**config.mk**
```make
export PLATFORM = sky130hd
export DESIGN_NAME = counter_sweep_ctrl_flat
export DESIGN_NICKNAME = d
export VERILOG_FILES = /design/src/rtl/counter_sweep_ctrl_if.sv /design/src/rtl/counter_sweep_ctrl.sv /design/src/flat_wrapper.sv
export SDC_FILE = /design/constraint.sdc
export NUM_CORES = 1
export LEC_CHECK = 0
export CAP_MARGIN = 10
export CORE_ASPECT_RATIO = 0.9
export CORE_MARGIN = 2
export CORE_UTILIZATION = 35
export CTS_BUF_LIST = sky130_fd_sc_hd__clkbuf_8
export DETAILED_ROUTE_END_ITERATION = 8
export PLACE_DENSITY = 0.62
export SKIP_LAST_GASP = 1
export SYNTH_ARGS = -nofsm -noshare
export SYNTH_HDL_FRONTEND = slang
export SYNTH_SLANG_ARGS = --single-unit
```
**constraint.sdc**
```tcl
create_clock -name clk -period 2.81 [get_ports clk]
set_clock_uncertainty 0.15 [all_clocks]
set_input_delay 0.7025 -clock clk [delete_from_list [all_inputs] [get_ports clk]]
set_output_delay 0.7025 -clock clk [all_outputs]
set_load 0.005 [all_outputs]
```
**src/rtl/counter_sweep_ctrl_if.sv**
```systemverilog
// counter_sweep_ctrl_if: control-master bundle (start/abort/lo/hi/passes in; busy/done/err/pass_count out)
interface counter_sweep_ctrl_if #(
  parameter int N = 4,
  parameter int PW = 8
);
  logic start;
  logic abort;
  logic [N-1:0] lo;
  logic [N-1:0] hi;
  logic [PW-1:0] passes;
  logic busy;
  logic done;
  logic err;
  logic [PW-1:0] pass_count;
  modport master (output start, abort, lo, hi, passes, input busy, done, err, pass_count);
  modport slave (input start, abort, lo, hi, passes, output busy, done, err, pass_count);
endinterface

```
**src/rtl/counter_sweep_ctrl.sv**
```systemverilog
// counter_sweep_ctrl: sweeps an up/down counter between lo and hi for a number of passes; ports clk, rst_n, ctl (control bundle), count_in/carry_in (counter readback), ctr_load/ctr_load_value/ctr_up_down (counter drive)
module counter_sweep_ctrl #(
  parameter int N = 4,
  parameter int PW = 8
) (
  input  logic clk,
  input  logic rst_n,
  counter_sweep_ctrl_if.slave ctl,
  input  logic [N-1:0] count_in,
  input  logic carry_in,
  output logic ctr_load,
  output logic [N-1:0] ctr_load_value,
  output logic ctr_up_down
);
  typedef enum logic [1:0] {IDLE, PRIME, SWEEP} state_t;
  state_t state;
  logic [N-1:0] lo_q, hi_q, hold_q;
  logic [PW-1:0] passes_q, pass_q;
  logic dir_q, busy_q, done_q, err_q;
  logic sweep, turn, last, stop;
  always_comb begin
    sweep = state == SWEEP;
    turn = sweep && count_in == (dir_q ? hi_q : lo_q);
    last = turn && passes_q != '0 && pass_q + PW'(1) == passes_q;
    stop = sweep && (ctl.abort || carry_in);
    ctr_load = !sweep || stop || last;
    ctr_load_value = state == IDLE ? hold_q : state == PRIME ? lo_q : count_in;
    ctr_up_down = !sweep || (dir_q ^ turn);
  end
  always_ff @(posedge clk or negedge rst_n) begin
    if (!rst_n) begin
      state <= IDLE;
      lo_q <= '0;
      hi_q <= '0;
      hold_q <= '0;
      passes_q <= '0;
      pass_q <= '0;
      dir_q <= 1'b1;
      busy_q <= 1'b0;
      done_q <= 1'b0;
      err_q <= 1'b0;
    end else begin
      done_q <= 1'b0;
      err_q <= 1'b0;
      case (state)
        IDLE: if (ctl.start) begin
          if (ctl.lo < ctl.hi) begin
            lo_q <= ctl.lo;
            hi_q <= ctl.hi;
            passes_q <= ctl.passes;
            hold_q <= ctl.lo;
            pass_q <= '0;
            busy_q <= 1'b1;
            state <= PRIME;
          end else err_q <= 1'b1;
        end
        PRIME: begin
          dir_q <= 1'b1;
          state <= SWEEP;
        end
        default: if (stop) begin
          hold_q <= count_in;
          busy_q <= 1'b0;
          err_q <= carry_in;
          state <= IDLE;
        end else if (turn) begin
          pass_q <= pass_q + PW'(1);
          dir_q <= ~dir_q;
          if (last) begin
            hold_q <= count_in;
            busy_q <= 1'b0;
            done_q <= 1'b1;
            state <= IDLE;
          end
        end
      endcase
    end
  end
  assign ctl.busy = busy_q;
  assign ctl.done = done_q;
  assign ctl.err = err_q;
  assign ctl.pass_count = pass_q;
endmodule
```
**src/flat_wrapper.sv**
```systemverilog
// flat-port wrapper written by rule: the top's interface ports become plain ports
module counter_sweep_ctrl_flat 
#(
  parameter int N = 4,
  parameter int PW = 8
)
  (clk, rst_n, count_in, carry_in, ctr_load, ctr_load_value, ctr_up_down, ctl_start, ctl_abort, ctl_lo, ctl_hi, ctl_passes, ctl_busy, ctl_done, ctl_err, ctl_pass_count);
  counter_sweep_ctrl_if #(.N(N), .PW(PW)) ctl_i ();
  input  logic clk;
  input  logic rst_n;
  input  logic [N-1:0] count_in;
  input  logic carry_in;
  output logic ctr_load;
  output logic [N-1:0] ctr_load_value;
  output logic ctr_up_down;
  input wire logic [$bits(ctl_i.start)-1:0] ctl_start;
  input wire logic [$bits(ctl_i.abort)-1:0] ctl_abort;
  input wire logic [$bits(ctl_i.lo)-1:0] ctl_lo;
  input wire logic [$bits(ctl_i.hi)-1:0] ctl_hi;
  input wire logic [$bits(ctl_i.passes)-1:0] ctl_passes;
  output wire logic [$bits(ctl_i.busy)-1:0] ctl_busy;
  output wire logic [$bits(ctl_i.done)-1:0] ctl_done;
  output wire logic [$bits(ctl_i.err)-1:0] ctl_err;
  output wire logic [$bits(ctl_i.pass_count)-1:0] ctl_pass_count;
  assign ctl_i.start = ctl_start;
  assign ctl_i.abort = ctl_abort;
  assign ctl_i.lo = ctl_lo;
  assign ctl_i.hi = ctl_hi;
  assign ctl_i.passes = ctl_passes;
  assign ctl_busy = ctl_i.busy;
  assign ctl_done = ctl_i.done;
  assign ctl_err = ctl_i.err;
  assign ctl_pass_count = ctl_i.pass_count;
  counter_sweep_ctrl #(.N(N), .PW(PW)) u_core (.clk(clk), .rst_n(rst_n), .ctl(ctl_i), .count_in(count_in), .carry_in(carry_in), .ctr_load(ctr_load), .ctr_load_value(ctr_load_value), .ctr_up_down(ctr_up_down));
endmodule
```
==> out/summary.json <==
{
  "antennaDiodeCount": {"value": 0},
  "grt_pass1_wl": {"value": 9.65, "unit": "mm"},
  "synth_mux_area_share": {"value": 18.7, "unit": "%"},
  "post_synth_main_area_contributors": {"value": "sky130_fd_sc_hd__dfrtp_1, sky130_fd_sc_hd__mux2_2, sky130_fd_sc_hd__mux2i_1, sky130_fd_sc_hd__nand2_1, sky130_fd_sc_hd__xnor2_1"},
  "worst_vdd_drop": {"value": 0.328, "unit": "mV"},
  "maximum_achievable_frequency": {"value": 331, "unit": "MHz"},
  "grt_antenna_before_repair": {"value": 0},
  "synth_area": {"value": 0.00218, "unit": "sq mm"},
  "tightestPinTransition": {"value": 0.509, "unit": "ns"},
  "finalWirelength": {"value": 5.91, "unit": "mm"},
  "num_vias": {"value": 1979},
  "count_of_flip_flops_with_a_built_in_enable_after_synthesis": {"value": 0},
  "root_buffer": {"value": "sky130_fd_sc_hd__clkbuf_8"},
  "finalHoldViolCount": {"value": 0},
  "combinational_family_with_the_most_area_after_synthesis": {"value": "multiplexers"},
  "run_status": {"value": "finished, violations left"},
  "routed_wire_length_per_instance": {"value": 15.8, "unit": "um"},
  "synth_top_cells_by_count": {"value": "sky130_fd_sc_hd__dfrtp_1, sky130_fd_sc_hd__nand2_1, sky130_fd_sc_hd__mux2_2"},
  "remaining_drc_errors": {"value": 0},
  "path_max_fanout": {"value": 3},
  "post-route-period-util": {"value": 108, "unit": "%"},
  "ys.flop_type": {"value": "sky130_fd_sc_hd__dfrtp_1"},
  "power_per_cell_area": {"value": 877, "unit": "mW/mm^2"},
  "worst_slew_margin_rel": {"value": 66.1, "unit": "%"},
  "firstDrtPassIters": {"value": 4},
  "area_growth_from_synthesis_to_layout": {"value": 45.5, "unit": "%"},
  "design.die.area": {"value": 0.00688, "unit": "sq mm"},
  "cts_max_level": {"value": 2},
  "syn-num-nets": {"value": 249},
  "totalPowerFinal": {"value": 2.78, "unit": "mW"},
  "cts_inserted_buffers": {"value": 5},
  "chipWidth": {"value": 87.2, "unit": "um"},
  "filler_cell_count": {"value": 565},
  "end_kind": {"value": "output port"},
  "yosysMostFrequentCell": {"value": "sky130_fd_sc_hd__dfrtp_1"},
  "timing.setup.tns": {"value": -0.357, "unit": "ns"},
  "yosys.area_share.adder": {"value": 2.30, "unit": "%"},
  "grt_start_max_net_pins": {"value": 35},
  "crit_path_top_delay_cell": {"value": "sky130_fd_sc_hd__dfstp_2"},
  "rsz_0062_raised_after_global_routing": {"value": "true"},
  "dpl.hpwl": {"value": 4.29, "unit": "mm"},
  "drt.antenna.violating_nets": {"value": 0},
  "design.final.nets": {"value": 330},
  "synth_simple_gate_area_share": {"value": 18.5, "unit": "%"},
  "setup_viol": {"value": 2},
  "synth-compound-area-share": {"value": 12.5, "unit": "%"},
  "placementRows": {"value": 27},
  "drive_gt1_share": {"value": 31.8, "unit": "%"},
  "post-place-ws": {"value": -0.576, "unit": "ns"},
  "place_congestion": {"value": 0.819},
  "syn_avg_cell_area": {"value": 9.91, "unit": "sq um"},
  "ys_async_sr_fraction": {"value": 100, "unit": "%"},
  "max-cap-violations": {"value": 0},
  "ctsLongestPathBuffers": {"value": 2},
  "tritoncts": {"value": "done"},
  "die_height": {"value": 78.9, "unit": "um"},
  "setup_ws": {"value": -0.215, "unit": "ns"},
  "floorplan.initialDensity": {"value": 35.8, "unit": "%"},
  "synthesis.yosys.warnings": {"value": 0},
  "cts_sinks": {"value": 34},
  "worst_hold_path_type": {"value": "reg -> reg"},
  "post-synth-top-area-cell": {"value": "sky130_fd_sc_hd__dfrtp_1"},
  "globalRouteTotalUtil": {"value": 18.4, "unit": "%"},
  "first_global_vias": {"value": 1929},
  "clkTransAtPathRegs": {"value": 0.08, "unit": "ns"},
  "p_leak": {"value": 1.43, "unit": "nW"},
  "setup.worst_path.start_class": {"value": "register"},
  "multiInputGateArea": {"value": 0.00135, "unit": "sq mm"},
  "layout.core_utilization": {"value": 52.2, "unit": "%"},
  "clock_period_minus_final_worst_setup_slack": {"value": 3.03, "unit": "ns"},
  "crit_path_class": {"value": "reg -> out"},
  "ctsHoldBuffers": {"value": 0},
  "floorplan.io_pins": {"value": 42},
  "cp.arrival": {"value": 2.17, "unit": "ns"},
  "overflow": {"value": 0},
  "clock_insertion_delay_worst_skew": {"value": 0.29, "unit": "ns"},
  "drt_iter0_drc": {"value": 101},
  "failed_checks": {"value": "negative setup slack"},
  "instance_count_of_the_mapped_netlist": {"value": 220},
  "via_per_inst": {"value": 5.29},
  "required": {"value": 1.96, "unit": "ns"},
  "core_area": {"value": 0.00608, "unit": "sq mm"},
  "placement.io_buffers": {"value": 41},
  "yosys.area.top_type_share": {"value": 37.9, "unit": "%"},
  "post_synth_xor_area_fraction": {"value": 5.63, "unit": "%"},
  "report.final.slew_viol_count": {"value": 0},
  "synth_sequential_area_ratio": {"value": 39.1, "unit": "%"},
  "layout.area.seq": {"value": 852, "unit": "sq um"},
  "critical_path.cell_chain": {"value": "buf_6, mux2i_4, xnor2_2, nor4_4, buf_4, nand3_2, nand4_1, buf_2"},
  "crit_path_max_incr_delay": {"value": 0.59, "unit": "ns"},
  "ys_types": {"value": 42},
  "slack_of_the_worst_reg_to_reg_path": {"value": 0.24, "unit": "ns"},
  "synth.ff_latch_count": {"value": 34}
}
==> cells in the final DEF (no fill, tap or decap), types with 2 or more instances in the layout <==
| cell type | netlist | final |
|---|---|---|
| sky130_fd_sc_hd__and3_1 | 2 | 2 |
| sky130_fd_sc_hd__nand3_1 | 8 | 7 |
| sky130_fd_sc_hd__o2111ai_1 | 4 | 4 |
| sky130_fd_sc_hd__o21ai_1 | 1 | 2 |
| sky130_fd_sc_hd__o211ai_1 | 4 | 4 |
| sky130_fd_sc_hd__mux2i_1 | 18 | 15 |
| sky130_fd_sc_hd__dlymetal6s2s_1 | 0 | 3 |
| sky130_fd_sc_hd__clkbuf_8 | 0 | 8 |
| sky130_fd_sc_hd__clkdlybuf4s50_1 | 0 | 32 |
| sky130_fd_sc_hd__or3b_1 | 3 | 3 |
| sky130_fd_sc_hd__dfrtp_1 | 33 | 33 |
| sky130_fd_sc_hd__nor2_1 | 7 | 7 |
| sky130_fd_sc_hd__nand2b_1 | 5 | 5 |
| sky130_fd_sc_hd__a31oi_1 | 2 | 2 |
| sky130_fd_sc_hd__a21oi_1 | 15 | 15 |
| sky130_fd_sc_hd__or2_4 | 0 | 2 |
| sky130_fd_sc_hd__mux2i_2 | 1 | 2 |
| sky130_fd_sc_hd__nand2_1 | 25 | 25 |
| sky130_fd_sc_hd__mux2_2 | 19 | 19 |
| sky130_fd_sc_hd__xnor2_2 | 0 | 4 |
| sky130_fd_sc_hd__inv_1 | 8 | 8 |
| sky130_fd_sc_hd__dlygate4sd2_1 | 0 | 4 |
| sky130_fd_sc_hd__buf_2 | 4 | 2 |
| sky130_fd_sc_hd__mux2i_4 | 0 | 2 |
| sky130_fd_sc_hd__o21ai_0 | 11 | 10 |
| sky130_fd_sc_hd__ha_1 | 4 | 3 |
| sky130_fd_sc_hd__and3_2 | 3 | 3 |
| sky130_fd_sc_hd__xor2_1 | 4 | 4 |
| sky130_fd_sc_hd__buf_4 | 0 | 41 |
| sky130_fd_sc_hd__xnor2_1 | 10 | 6 |
| sky130_fd_sc_hd__nand4_1 | 2 | 2 |
==> critical path, delay by kind of cell, from the launching register on <==
kind          cells  cell delay [ns]
xor+xnor          1             0.11
buf+inv           3             0.42
flops             1             0.59
mux               1             0.23
simple gates      3             0.54
==> sequential cells by signal (all words and copies together) (netlist names) <==
signal	cells
u_core.hi_q	4
u_core.ctl.pass_count	8
u_core.passes_q	8
u_core.dir_q	1
u_core.lo_q	4
u_core.ctl.done	1
u_core.ctl.err	1
u_core.state	2
u_core.ctl.busy	1
u_core.hold_q	4
==> timing repair <==
item | CTS | global route
gates resized for setup | 26 | 6
pin swaps | 5 | 6
buffers inserted | 2 | 3
cloned | 0 | 0
setup endpoints to repair | 8 | 30
==> cell families after synthesis <==
group / count (synthesis)
adders and majority gates: 4
DFF: 34
buffers and inverters: 18
and+or+nand+nor: 69
AOI/OAI and AO/OA: 43
muxes: 38
xor gates and xnor gates: 14
==> path summary, 6_finish.rpt <==
| kind | start | to | cells after the start |
|---|---|---|---|
| worst max-delay path | u_core.dir_q | ctr_load | 8 |
| worst min-delay path | u_core.ctl.pass_count[7] | u_core.ctl.pass_count[7] | 1 |
| worst max register to register | u_core.dir_q | u_core.hold_q[2] | 9 |
| worst min register to register | u_core.ctl.pass_count[7] | u_core.ctl.pass_count[7] | 1 |
| max in group asynchronous | rst_n | u_core.dir_q | 2 |
| min in group asynchronous | rst_n | u_core.hi_q[0] | 2 |
==> cell type report <==
cell class / instances / area share (%)
clock buffers: 8 / 3.47
inverters: 8 / 0.947
repair buffers: 84 / 23.4
multi-input cells: 168 / 42.5
flip-flops and latches: 34 / 26.9
well taps: 72 / 2.84
==> stage by stage <==
stage	std cells	hold slack, ns	cell area, sq um
final	374	0.383	3170
after global routing	374	0.399	3170
after floorplan	220	0.257	2180
after detailed placement	361	0.359	2920
after global placement	361	0.348	2920
after CTS	371	0.389	3120
==> power breakdown <==
group | switching [mW] | internal, mW
Clock | 0.186 | 0.248
Combinational | 0.715 | 0.781
Sequential | 0.173 | 0.677
==> per-layer routing <==
layer	track usage, %	share of wire [%]	up-vias
li1	-	-	957
met1	26.9	48	956
met2	26.9	44	58
met3	3.53	6.2	8
met4	6.62	1.7	0
met5	0	0	-
Power figures use the tool's default switching activity.
